`src/rtl/seg_scroll_ctrl.sv`:
```
// Scrolling window over a 16-entry 4-bit message, feeding char3..char0 to the digit mux.
// Optional reverse scrolling (dir input) is compiled in with `define SEG_SCROLL_REVERSE_EN.
module seg_scroll_ctrl #(
  parameter int SCROLL_DIV = 25000000,
  parameter int PRE_W      = 26
) (
  input  logic       clk,
  input  logic       reset,
  input  logic       start,
  input  logic       pause,
  input  logic       stop,
`ifdef SEG_SCROLL_REVERSE_EN
  input  logic       dir,
`endif
  input  logic [3:0] msg_len,
  input  logic       wr_en,
  input  logic [3:0] wr_addr,
  input  logic [3:0] wr_data,
  output logic [3:0] char3,
  output logic [3:0] char2,
  output logic [3:0] char1,
  output logic [3:0] char0,
  output logic       busy,
  output logic       wrap,
  output logic [1:0] dbg_state
);

  typedef enum logic [1:0] {
    S_IDLE  = 2'd0,
    S_RUN   = 2'd1,
    S_PAUSE = 2'd2
  } state_t;

  localparam logic [PRE_W-1:0] PRE_LAST = PRE_W'(SCROLL_DIV - 1);

  state_t           state;
  logic [PRE_W-1:0] pre;
  logic [3:0]       ptr;
  logic [3:0]       mem [16];

  logic       tick;
  logic [4:0] len;
  logic [3:0] ptr_step;
  logic       step_wraps;

  assign dbg_state = state;
  assign len       = {1'b0, msg_len} + 5'd1;
  // A tick only happens on a clock where the FSM stays in RUN.
  assign tick      = (state == S_RUN) && !stop && !pause && (pre == PRE_LAST);

  always_comb begin
    ptr_step   = (ptr == msg_len) ? 4'd0 : ptr + 4'd1;
    step_wraps = (ptr == msg_len);
`ifdef SEG_SCROLL_REVERSE_EN
    if (dir) begin
      ptr_step   = (ptr == 4'd0) ? msg_len : ptr - 4'd1;
      step_wraps = (ptr == 4'd0);
    end
`endif
  end

  // Full modulo: ptr may briefly exceed the length right after msg_len shrinks.
  function automatic logic [3:0] win_idx(input logic [3:0] p, input logic [1:0] off,
                                         input logic [4:0] l);
    logic [4:0] s;
    s = {1'b0, p} + {3'b000, off};
    return 4'(s % l);
  endfunction

  always_ff @(posedge clk) begin
    if (reset) begin
      state <= S_IDLE;
      pre   <= '0;
      ptr   <= '0;
      busy  <= 1'b0;
      wrap  <= 1'b0;
      char3 <= '0;
      char2 <= '0;
      char1 <= '0;
      char0 <= '0;
      for (int i = 0; i < 16; i++) mem[i] <= '0;
    end else begin
      wrap <= 1'b0;

      if (stop) begin
        state <= S_IDLE;
        busy  <= 1'b0;
        pre   <= '0;
      end else if (pause) begin
        if (state == S_RUN) state <= S_PAUSE;
      end else if (start && state != S_RUN) begin
        state <= S_RUN;
        busy  <= 1'b1;
      end else if (state == S_RUN) begin
        pre <= (pre == PRE_LAST) ? '0 : pre + 1'b1;
      end

      if (ptr > msg_len || stop) begin
        ptr <= '0;
      end else if (tick) begin
        ptr  <= ptr_step;
        wrap <= step_wraps;
      end

      if (wr_en) mem[wr_addr] <= wr_data;

      char3 <= mem[win_idx(ptr, 2'd0, len)];
      char2 <= mem[win_idx(ptr, 2'd1, len)];
      char1 <= mem[win_idx(ptr, 2'd2, len)];
      char0 <= mem[win_idx(ptr, 2'd3, len)];
    end
  end

endmodule

```
`config.mk`:
```
export PLATFORM = sky130hd
export DESIGN_NAME = seg_scroll_ctrl
export DESIGN_NICKNAME = d
export VERILOG_FILES = /design/src/rtl/seg_scroll_ctrl.sv
export SDC_FILE = /design/constraint.sdc
export NUM_CORES = 1
export LEC_CHECK = 0
export ABC_CLOCK_PERIOD_IN_PS = 15160
export BUFFER_PORTS_ARGS = -buffer_cell sky130_fd_sc_hd__buf_2
export CAP_MARGIN = 20
export CORE_AREA = 2 2 123 173
export DETAILED_ROUTE_END_ITERATION = 8
export DIE_AREA = 0 0 125 175
export GPL_ROUTABILITY_DRIVEN = 0
export PLACE_DENSITY_LB_ADDON = 0.08
export SYNTH_ARGS = -nofsm -noshare
export SYNTH_HDL_FRONTEND = slang
export SYNTH_SLANG_ARGS = --single-unit
export TNS_END_PERCENT = 1
```
`constraint.sdc`:
```
create_clock -name clk -period 15.16 [get_ports clk]
set_input_delay 0.758 -clock clk [delete_from_list [all_inputs] [get_ports clk]]
set_output_delay 0.758 -clock clk [all_outputs]
set_load 0.02 [all_outputs]
```
; Yosys cells after proc, flatten, opt, wreduce, memory -nomap -nowiden
; Memories as Yosys holds them, arrays and structs flattened. A register that Yosys moved wholly into a read port is not among the register bits.
; Index checks and enable logic that the tools add are counted.
[totals]
inputBits = 18
memories = 1
ff_bits = 34
ramBits = 64
wordCells = 53
out_inout_bits = 20
[classes]
n_div = 4
reduce_logical = 15
magnitude_cmp = 1
n_mux = 13
n_eq_ne = 5
n_bitwise = 3
n_addsub = 6
[memory_table]
columns = name, words, word_bits, rd, rd_clocked_by_memory_dff, write_ports, line
row1 = mem, 16, 4, 4, 4, 16, 39  ; logic [3:0] mem [16];
[op_table]
columns = cell, count
row1 = $add 26x1->26 const B, 1
row2 = $eq 26x25->1 const B, 1
row3 = $mux 26, 1
row4 = $mod 5x5->5, 3
row5 = $mux 4, 3
row6 = $add 4x1->5 const B, 2
row7 = $add 4x2->5 const B, 2
row8 = $mux 1, 6
row9 = $mux 2, 3
row10 = $mod 4x5->5, 1
row11 = $add 4x1->4 const B, 1
row12 = $eq 4x4->1, 1
row13 = $gt 4x4->1, 1
row14 = $logic_and 1x1->1, 4
row15 = $ne 2x1->1 const B, 2
row16 = $reduce_and 2->1, 2
row17 = $reduce_or 2->1, 2
row18 = $reduce_or 4->1, 1
row19 = $not 1->1, 3
row20 = $reduce_and 3->1, 1
row21 = $reduce_or 3->1, 1
row22 = $eq 2x1->1 const B, 1
row23 = $logic_not 1->1, 2
row24 = $reduce_bool 2->1, 1
row25 = $logic_or 1x1->1, 1

; Longest topological paths before layout
[depth]
word_depth = 6
depth_mapped = 40
depth_no_buf = 37

; Worst setup path before layout
; Ideal clock, no wire load.
[synth_path]
path_kind = input to register
startpoint = in msg_len[0]
endpoint = reg char1[3] (read register of mem)
cell_stages = 35
required_time_ns = 15.013
slack_ns = 6.976
setup_ns = 0.147
n_path_buf = 3
t_arrival_ns = 8.037
path_cell_list = ha_1 -> inv_1 -> nand3_1 -> o21ai_0 -> xor2_1 -> inv_1 -> ha_1 -> o21a_1 -> nor2_1 -> nor3_1 -> mux2_2 -> ha_1 -> nand2_1 -> o21ai_0 -> a22o_1 -> a21oi_1 -> or2_2 -> ha_1 -> nor2_1 -> a21oi_1 -> o31a_1 -> clkbuf_1 -> a311o_1 -> nand2_1 -> ha_1 -> a21o_1 -> a31oi_1 -> o21ai_2 -> mux2i_1 -> buf_2 -> buf_2 -> mux2i_1 -> a21oi_1 -> a211oi_1 -> a211oi_1
[synth_via]
elab_chain_len = 2
[synth_rtl]
columns = item, line
row1 = from (decl), 15  ; input logic [3:0] msg_len,
row2 = $add 4x1->5, 47  ; assign len = {1'b0, msg_len} + 5'd1;
row3 = $mod 5x5->5, 67  ; return 4'(s % l);
row4 = to (decl), 21  ; output logic [3:0] char1,
; Every way passes these cells.
; A chain may end at the register's enable or synchronous reset.

; Worst setup path after layout
[layout_path]
startpoint = reg ptr[1]
endpoint = reg char1[0] (read register of mem)
[layout_via]
elab_chain_len = 2
[layout_rtl]
columns = item, line
row1 = from (decl), 38  ; logic [3:0] ptr;
row2 = from (signal assigned), 101  ; ptr <= ptr_step;
row3 = $add 4x2->5, 66  ; s = {1'b0, p} + {3'b000, off};
row4 = $mod 5x5->5, 67
; Every way passes these cells.

==> results.tsv <==
stage	metric	value	unit
grt	first_global_vias	8259	
floorplanning	core_area	20300	um^2
route	drc_errors	0	
route	drt-pass1-iter-count	6	
run_status	status	complete, no violations	
worst_setup_path	reg2regPathDepth	36	
grt	globalRouteTotalUtil	25.8	%
route	wirelength	27700	um
pwr	switchingPower	0.493	mW
layout	area_growth	10.3	%
clock_tree	clock-sinks	114	
floorplanning	die-area	21900	um^2
placement	port-buffer-count	37	
clock_tree	hold_buffers	0	
synth	syn_nets	1220	
synth	yosys.cell_types.count	75	
synth	postSynth.topFlopCell	edfxtp_1	
sta	rsz0062_at_grt	no	
route	wl_per_cell	19.7	um
worst_setup_path	rr_startpoint	ptr[1]	
grt	grt_antenna_before_repair	0	
clock_tree	ctsResizeCount	0	
route	drt.antenna.violating_nets	0	
clock_tree	cts_max_path_buffers	2	
placement	placed_cells_incl_taps	1374	
sta	post-route-period-util	60.9	%
layout	post_route_cells_drive_above_1_share	15.3	%
sta	slew_headroom	31.7	%
worst_setup_path	criticalPathCategory	flop to flop	
sta	finalHoldWorstSlack	479	ps
worst_setup_path	slowest_stage_cell_crit_path	dfxtp_1	
floorplanning	placement_rows	62	
synth	synth_seq_area_share	28.5	%
worst_setup_path	worst_setup_slack_for_register_to_register_paths	5930	ps
worst_hold_path	worstHoldEndpoint	busy	
clock_tree	h-tree-depth	4	
synth	synth_compound_area_share	16.3	%
worst_setup_path	cp.arrival	9500	ps
flow_run	max_cap_viol_count	0	
worst_setup_path	worstReg2RegEnd	char1[0]	
worst_setup_path	required	15430	ps
synth	synth_top_family_by_area	simple AND/OR/NAND/NOR gates	
route	via_per_inst	5.98	
worst_setup_path	cpPeakStageDelay	690	ps
pwr	sw_frac_of_total	36.4	%
clock_tree	clk-insertion-delay-late	430	ps
clock_tree	post_cts_setup_buffers	0	
worst_hold_path	timing.hold.worst.start	busy	
worst_setup_path	timing.critical_path.fanout_max	32	
sta	tightest_slew	1020	ps
synth	postSynthCellCount	1117	
pwr	power.clock.fraction	30.7	%
floorplanning	die_height	175	um
layout	finalCoreUtilization	55.7	%
floorplanning	io_pins	38	
pwr	power_frac_comb	41.1	%
worst_setup_path	critical_path.endpoint_type	flop	
synth	synth_async_sr_flop_share	0	%
layout	design.final.nets	1242	
synth	synthAdderAreaFrac	10.7	%
pwr	internal_power	0.862	mW
pwr	powerDensity	120	nW/um^2
pwr	power_leakage	4.70	nW
worst_setup_path	crit_path_frequent_cell	ha_1	
worst_setup_path	cp-start-kind	flop	
clock_tree	root_buffer	clkbuf_16	
synth	synth_simple_gate_area_share	18.8	%
synth	syn_avg_cell_area	9.18	um^2
placement	post_dp_hpwl	20900	um
synth	synth.area.mux_share	17.4	%
sta	maxClockFrequency	108	MHz
sta	skew	13.2	ps
layout	number_of_cells_in_the_finished_layout_apart_from_fillers	1408	
clock_tree	post_cts_clock_slew_at_the_launch_and_capture_registers_of_the_worst_setup_and_hold_paths	50	ps
sta	hold_viol	0	
synth	post_synth_xor_area_fraction	5.15	%
synth	yosysWarningCount	0	
sta	timing.setup.tns	0	ps
route	vias_post_dr	8419	
synth	syn-cell-area	10300	um^2
floorplanning	effective_utilization_at_floorplan	50.5	%
layout	final_cell_area	11300	um^2
layout	antennaDiodeCount	0	
floorplanning	die_x	125	um
placement	dpl-instance-area	10700	um^2
grt	grt_pass1_wl	43900	um
sta	drv_slew	0	
grt	globalRouteOverflowTotal	0	
worst_hold_path	timing.hold.worst_path_depth	2	
synth	synth_enable_flop_cells	64	
synth	synth.ff_latch_count	114	
sta	fin_crit	9230	ps
grt	grt_max_degree	49	
route	dr.first_iter.drc_count	530	
worst_hold_path	hold_class	flop to flop	
pwr	vdd_drop_max	0.123	mV
clock_tree	tritoncts	done	
pwr	power.sequential.fraction	28.2	%
sta	setup_viol_count_final	0	
clock_tree	tritoncts.num_buffers	17	
==> critical path, delay by kind of cell (launching register included) <==
kind                       cells  cell delay (ps)
and+or+nand+nor                8             1250
DFF                            1              690
adders and majority gates      5             1770
muxes                          3             1080
xor gates and xnor gates       1              160
AOI/OAI and AO/OA             16             3240
buffers and inverters          3              840
==> final cells by class <==
type	count	area (um^2)
Inverter	28	105
Multi-Input combinational cell	926	7060
Clock buffer	22	454
Sequential cell	114	2920
Tap cell	256	320
Clock inverter	10	159
Timing Repair Buffer	52	295
Fill cell	1942	9010
==> layout by cell type, fill, tap and decap left out, drive strengths merged, types with 16 or more instances in the layout <==
master	netlist	final
a211oi	74	74
a21oi	82	82
and2	68	68
buf	23	52
clkbuf	26	22
dfxtp	50	50
edfxtp	64	64
ha	81	81
inv	27	27
mux2	52	52
mux2i	96	96
nand2	42	42
nand2b	16	16
nor2	128	128
nor2b	26	26
nor3	21	21
o21ai	30	30
or2	19	19
xnor2	34	34
xor2	22	22
==> metal layers <==
| layer | vias up | GRT usage (%) | wire (um) | part of all wire, % |
|---|---|---|---|---|
| met3 | 72 | 3.61 | 625 | 2.3 |
| met2 | 162 | 48.3 | 15100 | 54 |
| met4 | 0 | 13.8 | 1340 | 4.8 |
| li1 | 4162 | - | - | - |
| met5 | - | 0 | 0 | 0 |
| met1 | 4023 | 27.7 | 10700 | 39 |
==> power groups by stage <==
stage               logic [mW]  clock network [mW]  registers (mW)
finish                   0.557               0.416           0.381
global placement         0.548                   0           0.388
CTS                      0.555               0.424           0.381
global route             0.608               0.436           0.383
floorplan                0.399                   0           0.395
detailed placement       0.553                   0           0.388
==> Yosys cell counts, types with 26 or more instances <==
master	number	share of area, %
ha_1	81	9.9
edfxtp_1	64	19
nor2_1	128	4.7
mux2_2	50	5.5
nor2b_1	26	1.6
and2_1	68	4.1
xnor2_1	34	2.9
inv_1	26	0.95
a211oi_1	74	5.4
nand2_1	42	1.5
a21oi_1	80	3.9
dfxtp_1	50	9.8
clkbuf_1	26	0.95
mux2i_1	94	9.2
==> kinds of logic after synthesis <==
kind of cell             after synthesis
flip-flops                           114
multiplexers                         158
buffers and inverters                 77
XOR/XNOR                              56
adder cells (fa/ha/maj)               85
AND/OR/NAND/NOR                      376
AO/OA/AOI/OAI                        251
==> how the worst max path moves through the flow <==
stage	from	endpoint	slack, ps	depth (start not counted)
2_1_floorplan	msg_len[0]	char1[3]	6980	35
5_1_grt	ptr[1]	char1[3]	5230	36
4_1_cts	ptr[1]	char1[2]	5950	35
3_5_place_dp	msg_len[0]	char1[2]	5930	34
3_3_place_gp	ptr[1]	char1[0]	5970	35
6_report	ptr[1]	char1[0]	5930	36
==> registers in the layout, indices dropped and copies added (netlist names) <==
| signal | cells |
|---|---|
| mem | 64 |
| char0 | 4 |
| ptr | 4 |
| char2 | 4 |
| pre | 26 |
| busy | 1 |
| dbg_state | 2 |
| char1 | 4 |
| wrap | 1 |
| char3 | 4 |
==> through the flow <==
step	power (mW)	setup WS [ps]
after floorplan	0.794	6980
after global placement	0.935	5970
after detailed placement	0.940	5930
after CTS	1.36	5950
after global routing	1.43	5230
final	1.35	5930
No activity file was read; power rests on OpenSTA's default activity.
